**src/rtl/uart_pkg.sv**
```systemverilog
// rtl/uart_pkg.sv - shared UART types and helpers used by both the RX and TX sides
package uart_pkg;

  typedef enum logic [2:0] {
    rx_idle,
    rx_start,
    rx_data,
    rx_stop,
    rx_wait_high
  } UARTRxState;

  // round(oversample * freq_out * 2^acc_precision / freq_in), evaluated in 64 bits
  function automatic longint unsigned baud_increment(
    input longint unsigned freq_in,
    input longint unsigned freq_out,
    input int unsigned     acc_precision,
    input longint unsigned oversample
  );
    longint unsigned num;
    num = oversample * freq_out * (64'd1 << acc_precision);
    return (num + freq_in / 64'd2) / freq_in;
  endfunction

  function automatic logic majority3(input logic a, input logic b, input logic c);
    return (a & b) | (a & c) | (b & c);
  endfunction

endpackage

```
**src/rtl/uart_rx_if.sv**
```systemverilog
// rtl/uart_rx_if.sv - serial input and received-byte output bundle of the UART receiver
interface uart_rx_if;
  logic       uart_in;
  logic [7:0] data_out;
  logic       data_valid;
  logic       framing_error;

  modport master (
    input  uart_in,
    output data_out,
    output data_valid,
    output framing_error
  );

  modport slave (
    output uart_in,
    input  data_out,
    input  data_valid,
    input  framing_error
  );
endinterface

```
**src/rtl/uart_baud_gen.sv**
```systemverilog
// rtl/uart_baud_gen.sv - fractional accumulator tick generator; the carry-out is the tick
module uart_baud_gen #(
  parameter int unsigned     acc_precision = 16,
  parameter longint unsigned increment     = 1208
) (
  input  logic i_clock,
  input  logic i_reset,
  output logic o_tick
);

  localparam logic [acc_precision:0] inc_w = increment[acc_precision:0];

  logic [acc_precision:0] r_acc;

  // The previous carry is dropped on each update, so the accumulator never overflows
  always_ff @(posedge i_clock) begin
    if (i_reset) begin
      r_acc <= '0;
    end else begin
      r_acc <= {1'b0, r_acc[acc_precision-1:0]} + inc_w;
    end
  end

  assign o_tick = r_acc[acc_precision];

endmodule

```
**src/rtl/uart_rx.sv**
```systemverilog
// rtl/uart_rx.sv - 8N1 UART receiver, 16x oversampled with 3-sample majority vote per bit
module uart_rx
  import uart_pkg::*;
#(
  parameter int unsigned freq_in       = 50000000,
  parameter int unsigned freq_out      = 57600,
  parameter int unsigned acc_precision = 16
) (
  input  logic       clock,
  input  logic       reset,
  uart_rx_if.master  bus
);

  localparam longint unsigned increment =
    baud_increment(64'(freq_in), 64'(freq_out), acc_precision, 64'd16);

  logic       r_sync1;
  logic       r_sync2;
  logic       w_rx_s;
  logic       w_tick;
  logic       w_maj;

  UARTRxState r_state;
  logic [3:0] r_os_cnt;
  logic [2:0] r_bit_idx;
  logic [7:0] r_shift;
  logic       r_s7;
  logic       r_s8;

  uart_baud_gen #(
    .acc_precision(acc_precision),
    .increment    (increment)
  ) u_baud_gen (
    .i_clock(clock),
    .i_reset(reset),
    .o_tick (w_tick)
  );

  always_ff @(posedge clock) begin
    if (reset) begin
      r_sync1 <= 1'b1;
      r_sync2 <= 1'b1;
    end else begin
      r_sync1 <= bus.uart_in;
      r_sync2 <= r_sync1;
    end
  end

  assign w_rx_s = r_sync2;
  assign w_maj  = majority3(r_s7, r_s8, w_rx_s);

  always_ff @(posedge clock) begin
    if (reset) begin
      r_state            <= rx_idle;
      r_os_cnt           <= 4'd0;
      r_bit_idx          <= 3'd0;
      r_shift            <= 8'd0;
      r_s7               <= 1'b0;
      r_s8               <= 1'b0;
      bus.data_out       <= 8'd0;
      bus.data_valid     <= 1'b0;
      bus.framing_error  <= 1'b0;
    end else begin
      bus.data_valid    <= 1'b0;
      bus.framing_error <= 1'b0;
      if (w_tick) begin
        if (r_state == rx_start || r_state == rx_data || r_state == rx_stop) begin
          r_os_cnt <= r_os_cnt + 4'd1;
          if (r_os_cnt == 4'd7) r_s7 <= w_rx_s;
          if (r_os_cnt == 4'd8) r_s8 <= w_rx_s;
        end
        case (r_state)
          rx_idle: begin
            // The detecting tick is tick 0 of the start bit
            if (!w_rx_s) begin
              r_state  <= rx_start;
              r_os_cnt <= 4'd1;
            end
          end
          rx_start: begin
            if (r_os_cnt == 4'd9 && w_maj) begin
              r_state <= rx_idle;
            end else if (r_os_cnt == 4'd15) begin
              r_state   <= rx_data;
              r_bit_idx <= 3'd0;
            end
          end
          rx_data: begin
            if (r_os_cnt == 4'd9) begin
              r_shift <= {w_maj, r_shift[7:1]};
            end
            if (r_os_cnt == 4'd15) begin
              if (r_bit_idx == 3'd7) begin
                r_state <= rx_stop;
              end else begin
                r_bit_idx <= r_bit_idx + 3'd1;
              end
            end
          end
          rx_stop: begin
            // Leaving at mid-stop-bit gives half a bit of slack to resync on the next start
            if (r_os_cnt == 4'd9) begin
              if (w_maj) begin
                bus.data_out   <= r_shift;
                bus.data_valid <= 1'b1;
                r_state        <= rx_idle;
              end else begin
                bus.framing_error <= 1'b1;
                r_state           <= rx_wait_high;
              end
            end
          end
          rx_wait_high: begin
            if (w_rx_s) r_state <= rx_idle;
          end
          default: r_state <= rx_idle;
        endcase
      end
    end
  end

endmodule

```
**src/flat_wrapper.sv**
```systemverilog
// flat-port wrapper written by rule: the top's interface ports become plain ports
module uart_rx_flat import uart_pkg::*;
#(
  parameter int unsigned freq_in       = 50000000,
  parameter int unsigned freq_out      = 57600,
  parameter int unsigned acc_precision = 16
)
  (clock, reset, bus_uart_in, bus_data_out, bus_data_valid, bus_framing_error);
  uart_rx_if bus_i ();
  input  logic clock;
  input  logic reset;
  input wire logic [$bits(bus_i.uart_in)-1:0] bus_uart_in;
  output wire logic [$bits(bus_i.data_out)-1:0] bus_data_out;
  output wire logic [$bits(bus_i.data_valid)-1:0] bus_data_valid;
  output wire logic [$bits(bus_i.framing_error)-1:0] bus_framing_error;
  assign bus_i.uart_in = bus_uart_in;
  assign bus_data_out = bus_i.data_out;
  assign bus_data_valid = bus_i.data_valid;
  assign bus_framing_error = bus_i.framing_error;
  uart_rx #(.freq_in(freq_in), .freq_out(freq_out), .acc_precision(acc_precision)) u_core (.clock(clock), .reset(reset), .bus(bus_i));
endmodule
```
**config.mk**
```make
export PLATFORM = sky130hd
export DESIGN_NAME = uart_rx_flat
export DESIGN_NICKNAME = d
export VERILOG_FILES = /design/src/rtl/uart_pkg.sv /design/src/rtl/uart_rx_if.sv /design/src/rtl/uart_baud_gen.sv /design/src/rtl/uart_rx.sv /design/src/flat_wrapper.sv
export SDC_FILE = /design/constraint.sdc
export NUM_CORES = 1
export LEC_CHECK = 0
export ABC_AREA = 1
export ABC_CLOCK_PERIOD_IN_PS = 1650
export BUFFER_PORTS_ARGS = -buffer_cell sky130_fd_sc_hd__buf_2
export CORE_ASPECT_RATIO = 1.4
export CORE_MARGIN = 4
export CORE_UTILIZATION = 48
export CTS_BUF_LIST = sky130_fd_sc_hd__clkbuf_4 sky130_fd_sc_hd__clkbuf_8
export DETAILED_ROUTE_END_ITERATION = 7
export PLACE_DENSITY = 0.75
export SYNTH_ARGS = -nofsm -noshare
export SYNTH_HDL_FRONTEND = slang
export SYNTH_HIERARCHICAL = 1
export SYNTH_SLANG_ARGS = --single-unit
```
**constraint.sdc**
```tcl
create_clock -name clock -period 1.65 [get_ports clock]
set_input_delay 0.165 -clock clock [delete_from_list [all_inputs] [get_ports clock]]
set_output_delay 0.165 -clock clock [all_outputs]
set_load 0.02 [all_outputs]
```
Word level (Yosys, flattened, before mapping)
Cells that the tools add are included.

Input port bits: 3. Output and inout port bits: 10. Register bits: 49.

Multiplexer cells: 19. $add $sub $neg: 3. Bitwise logic cells: 8. Equal/unequal tests: 18. Reductions and logical operators: 12.

Operator list (number): 2-to-1 mux 3 bit (12); adder 16 x 11 -> 17 bit (second input constant) (1); one-hot mux 3 bit (5 select lines) (1); inequality test 2 bit (second input constant) (7); equality test 4 bit (second input constant) (3); 2-to-1 mux 4 bit (3); AND reduction 3 bit (3); AND reduction 7 bit (1); equality test 3 x 2 -> 1 bit (second input constant) (2); equality test 3 bit (second input constant) (2); one-hot mux 3 bit (2 select lines) (1); AND reduction 6 bit (1); adder 4 x 1 -> 4 bit (second input constant) (1); equality test 4 x 3 -> 1 bit (second input constant) (1); AND reduction 4 bit (1); OR reduction 4 bit (1); adder 3 x 1 -> 3 bit (second input constant) (1); AND 1 bit (3); equality test 3 x 1 -> 1 bit (second input constant) (1); zero test 3 bit (1); inequality test 3 bit (second input constant) (1); NOT 1 bit (3); logical OR 1 bit (2); 2-to-1 mux 1 bit (2); other kinds (4) (5).

Logic depth before layout (Yosys ltp)
Word-level depth: 6. Gate-level depth with buffers: 9. Depth with buffers taken out: 9.

Hierarchy
The synthesis kept the hierarchy.

Modules (own cells, without submodules): uart_rx (cells an instance 192, area an instance 1466.4 um^2, times used 1); uart_baud_gen (cells an instance 101, area an instance 661.9 um^2, times used 1).

Least setup slack after synthesis
OpenSTA, ideal clock, no wires.

Path type: flip-flop to flip-flop. Start point: reg u_core.r_os_cnt[0]. End point: reg u_core.bus.data_out[1]. Stages on the path, launching flop included: 9. Required time: 1584 ps. Setup slack: 364 ps. Data arrival time: 1220 ps. Library setup time: 66 ps. Cells stage by stage: dfxtp_1 ha_1 inv_1 nor2_4 nand3_2 nor2_4 buf_8 o21ai_2 a21oi_2.

Word-level cells in the longest chain between the ends: 2.

Ends and longest elaborated chain: start: declaration (line uart_rx.sv:24) `logic [3:0] r_os_cnt;`; start signal: assignment (line uart_rx.sv:68) `r_os_cnt <= r_os_cnt + 4'd1;`; equality test 4 bit (line uart_rx.sv:102) `if (r_os_cnt == 4'd9) begin`; AND reduction 4 bit (no line); end signal: assignment (line uart_rx.sv:104) `bus.data_out <= r_shift;`; end: declaration (line uart_rx_if.sv:10) `output data_out,`.

Every way passes these cells. A chain may end at the register's enable or synchronous reset.

Final worst setup path
Start point: reg u_core.r_os_cnt[1]. End point: reg u_core.bus.data_out[1].

The elaborated chain is that of the path after synthesis.

==> results.md <==
- 328 — net count reported at finish
- 293 — Mapped Cells
- built — CTS tree
- 0.00230 W — total design power
- 86.8 um — height of the die
- 4380 um — final wirelength
- 26 — count of distinct cell types in the synthesized netlist
- 0.00213 mm^2 — cell area after technology mapping
- 302 — syn_nets
- 0.00245 mm^2 — Non-Filler Cell Area, Final
- 0.824 — RD Place Congestion
- primary input to flop — class of the most critical hold timing path
- 0 — Setup-failing EPs final
- sky130_fd_sc_hd__nand2_1 — most common library cell in the layout ignoring fill and taps
- 63.6% — worst max-slew margin expressed relative to the limit
- 2 — maximum buffer depth of the clock tree
- 0.09 ns — clock-pin slew of the registers on the worst-case setup and hold paths
- 5 — TritonCTS buffer count
- 0.103 ns — worst setup slack before clock tree synthesis
- 4 — number of detailed-routing iterations run before antenna repair
- 46 — Clock Sinks
- 49.8% — Initial Utilization
- 90.9% — period utilization
- met2 — GR peak layer
- 7.26 um^2 — average cell area after synthesis
- flop to flop — critical path type
- 46 — number of register bits inferred by synthesis
- 2.72% — met3 usage in global routing
- 939 mW/mm^2 — total power divided by cell area
- 57 x sky130_fd_sc_hd__nand2_1, 46 x sky130_fd_sc_hd__dfxtp_1, 41 x sky130_fd_sc_hd__nor2_1 — commonest cells after routing, fill and taps aside
- 0.546 ns — Slew @ Worst Pin
- 1.74 ns — critical path arrival
- 380 — Final Non-Filler Cells
- 1.05 nW — leakage power total
- 18.1% — met1 track demand over resource in global routing
- 11.5 um — average wire per cell in the routed design
- 64.3 um — width of the chip
- flop — Critical Path Sink Type
- 0 — Maximum Capacitance Violations
- 2 — Clock H-tree levels
- 32.2% — met2 usage
- 7660 um — first-pass GRT wire length
- 0 — total of hold buffers inserted after clock tree synthesis
- 0 — final hold vios
- sky130_fd_sc_hd__clkbuf_8 — cell chosen for the clock root
- 43.3% — share of the yosys chip area belonging to registers
- flop — critical path startpoint category
- 15.2% — post-synthesis to final-layout area growth
- 12 — number of port buffers
- complete, no violations — run status
- 5 — largest fanout on the critical path
- 6 — Ys Warns
- 16.9% — global-route usage over all layers
- 28 — number of rows created at floorplan
- 364 — # placed instances
- 1.50 ns — final critical path time including I/O delays and setup
- 0 — DRC
- 0.150 ns — least setup slack across all paths after layout
- 0.00427 mm^2 — placeable core area
- 0 — antenna-violating nets left
- 64 — First DRT Iteration DRCs
- 2920 um — DP HPWL
- 667 MHz — Max Fclk
- 0.00226 mm^2 — placement-stage cell area
- 17.5% — fraction of final layout cells with drive strength greater than 1
- 0 — leftover overflow at the end of global routing
- 0 — final max-slew violation count
- 0.00558 mm^2 — Total Die Area
- 1929 — vias after detailed routing
- 5.08 — post-DR vias/cell
- 1.89 ns — CP Data Required Time
- 0 — number of antenna violations at the first check in global routing
- 21 — pin count of the biggest net entering global routing
- 0.00745 ns — Fin Clk Skew
- 0.30 ns — clock latency at the later pin of the worst-skew pair
- 717 uV — Worst IR Drop VDD
- 0 — antenna cell count
- 1912 — vias in the first global route
- 13 — Top Ports
## critical path, stage by stage, from the launching register on
cell and delay (ns):
sky130_fd_sc_hd__dfxtp_1 0.34, sky130_fd_sc_hd__inv_1 0.08, sky130_fd_sc_hd__ha_1 0.16, sky130_fd_sc_hd__inv_1 0.07, sky130_fd_sc_hd__nor2_4 0.14, sky130_fd_sc_hd__nand3_2 0.12
sky130_fd_sc_hd__nor2_4 0.20, sky130_fd_sc_hd__buf_4 0.17, sky130_fd_sc_hd__o21ai_2 0.05, sky130_fd_sc_hd__a21oi_2 0.12
## worst paths after layout
check	slack (ns)	cells after the start	startpoint	to
max	0.15	9	u_core/r_os_cnt[1]$_SDFFE_PP0P_	u_core/bus.data_out[1]$_SDFFE_PP0P_
min	0.05	2	bus_uart_in	u_core/r_sync1$_SDFF_PP1_
max reg2reg	0.15	9	u_core/r_os_cnt[1]$_SDFFE_PP0P_	u_core/bus.data_out[1]$_SDFFE_PP0P_
min reg2reg	0.42	1	u_core/u_baud_gen/r_acc[3]$_SDFF_PP0_	u_core/u_baud_gen/r_acc[3]$_SDFF_PP0_
## logic make-up after synthesis
| logic type | synth area share [%] |
|---|---|
| flops | 43.3 |
| simple gates | 31.9 |
| fa+ha+maj | 3.53 |
| buf+inv | 7.88 |
| xor+xnor | 0.412 |
| compound gates | 13.1 |
## state kept, by name (all words and copies together) (netlist names)
register	flops
u_core/r_shift	8
u_core/bus.framing_error	1
u_core/bus.data_out	8
u_core/r_bit_idx	3
u_core/r_sync2	1
u_core/u_baud_gen/r_acc	14
u_core/r_state	3
u_core/bus.data_valid	1
u_core/r_sync1	1
u_core/r_os_cnt	4
u_core/r_s8	1
u_core/r_s7	1
## per-stage QoR
step	utilization, %	hold slack (ns)	setup TNS (ns)
floorplan	-	0.269	0
global placement	52.8	0.351	0
detailed placement	52.8	0.349	0
CTS	56.0	0.0334	0
global route	57.4	0.0508	-0.0608
finish	57.4	0.0481	0
## area by class of cell
cell class | count | area, um^2
fill | 420 | 1820
multi-input combinational | 210 | 1050
sequential | 46 | 921
timing repair buffer | 23 | 143
inverter | 33 | 124
tap | 60 | 75.1
clock buffer | 5 | 68.8
clock inverter | 3 | 68.8
## cells in the mapped netlist, drive strengths merged
cell	n	area share [%]
nor3	4	0.94
xnor2	1	0.41
nand3b	1	0.35
clkbuf	2	0.35
ha	6	3.5
a21oi	32	7.9
nand4	3	0.88
inv	33	5.8
or2	3	0.88
o21a	1	0.35
buf	4	1.7
nand2	63	12
dfxtp	46	43
nand3	28	7.1
nor2	47	9.9
o21ai	19	4.8
## power breakdown
| part | internal, W | switching, W | total [W] |
|---|---|---|---|
| Sequential | 0.00114 | 0.0000317 | 0.00117 |
| Clock | 0.000607 | 0.000388 | 0.000995 |
| Combinational | 0.0000473 | 0.0000868 | 0.000134 |
| Total | 0.00180 | 0.000507 | 0.00230 |
## what timing repair did
action | CTS | global route
setup endpoints to repair | 0 | 6
resized for setup | 0 | 0
setup buffers | 0 | 6
## metal layers
metal  up-vias  wire (um)  part of all wire (%)
li1        996          -                     -
met4         0        100                   2.3
met1       881       1890                    43
met5         -          0                     0
met3        13        133                   3.0
met2        39       2260                    52
Power figures use the tool's default switching activity.
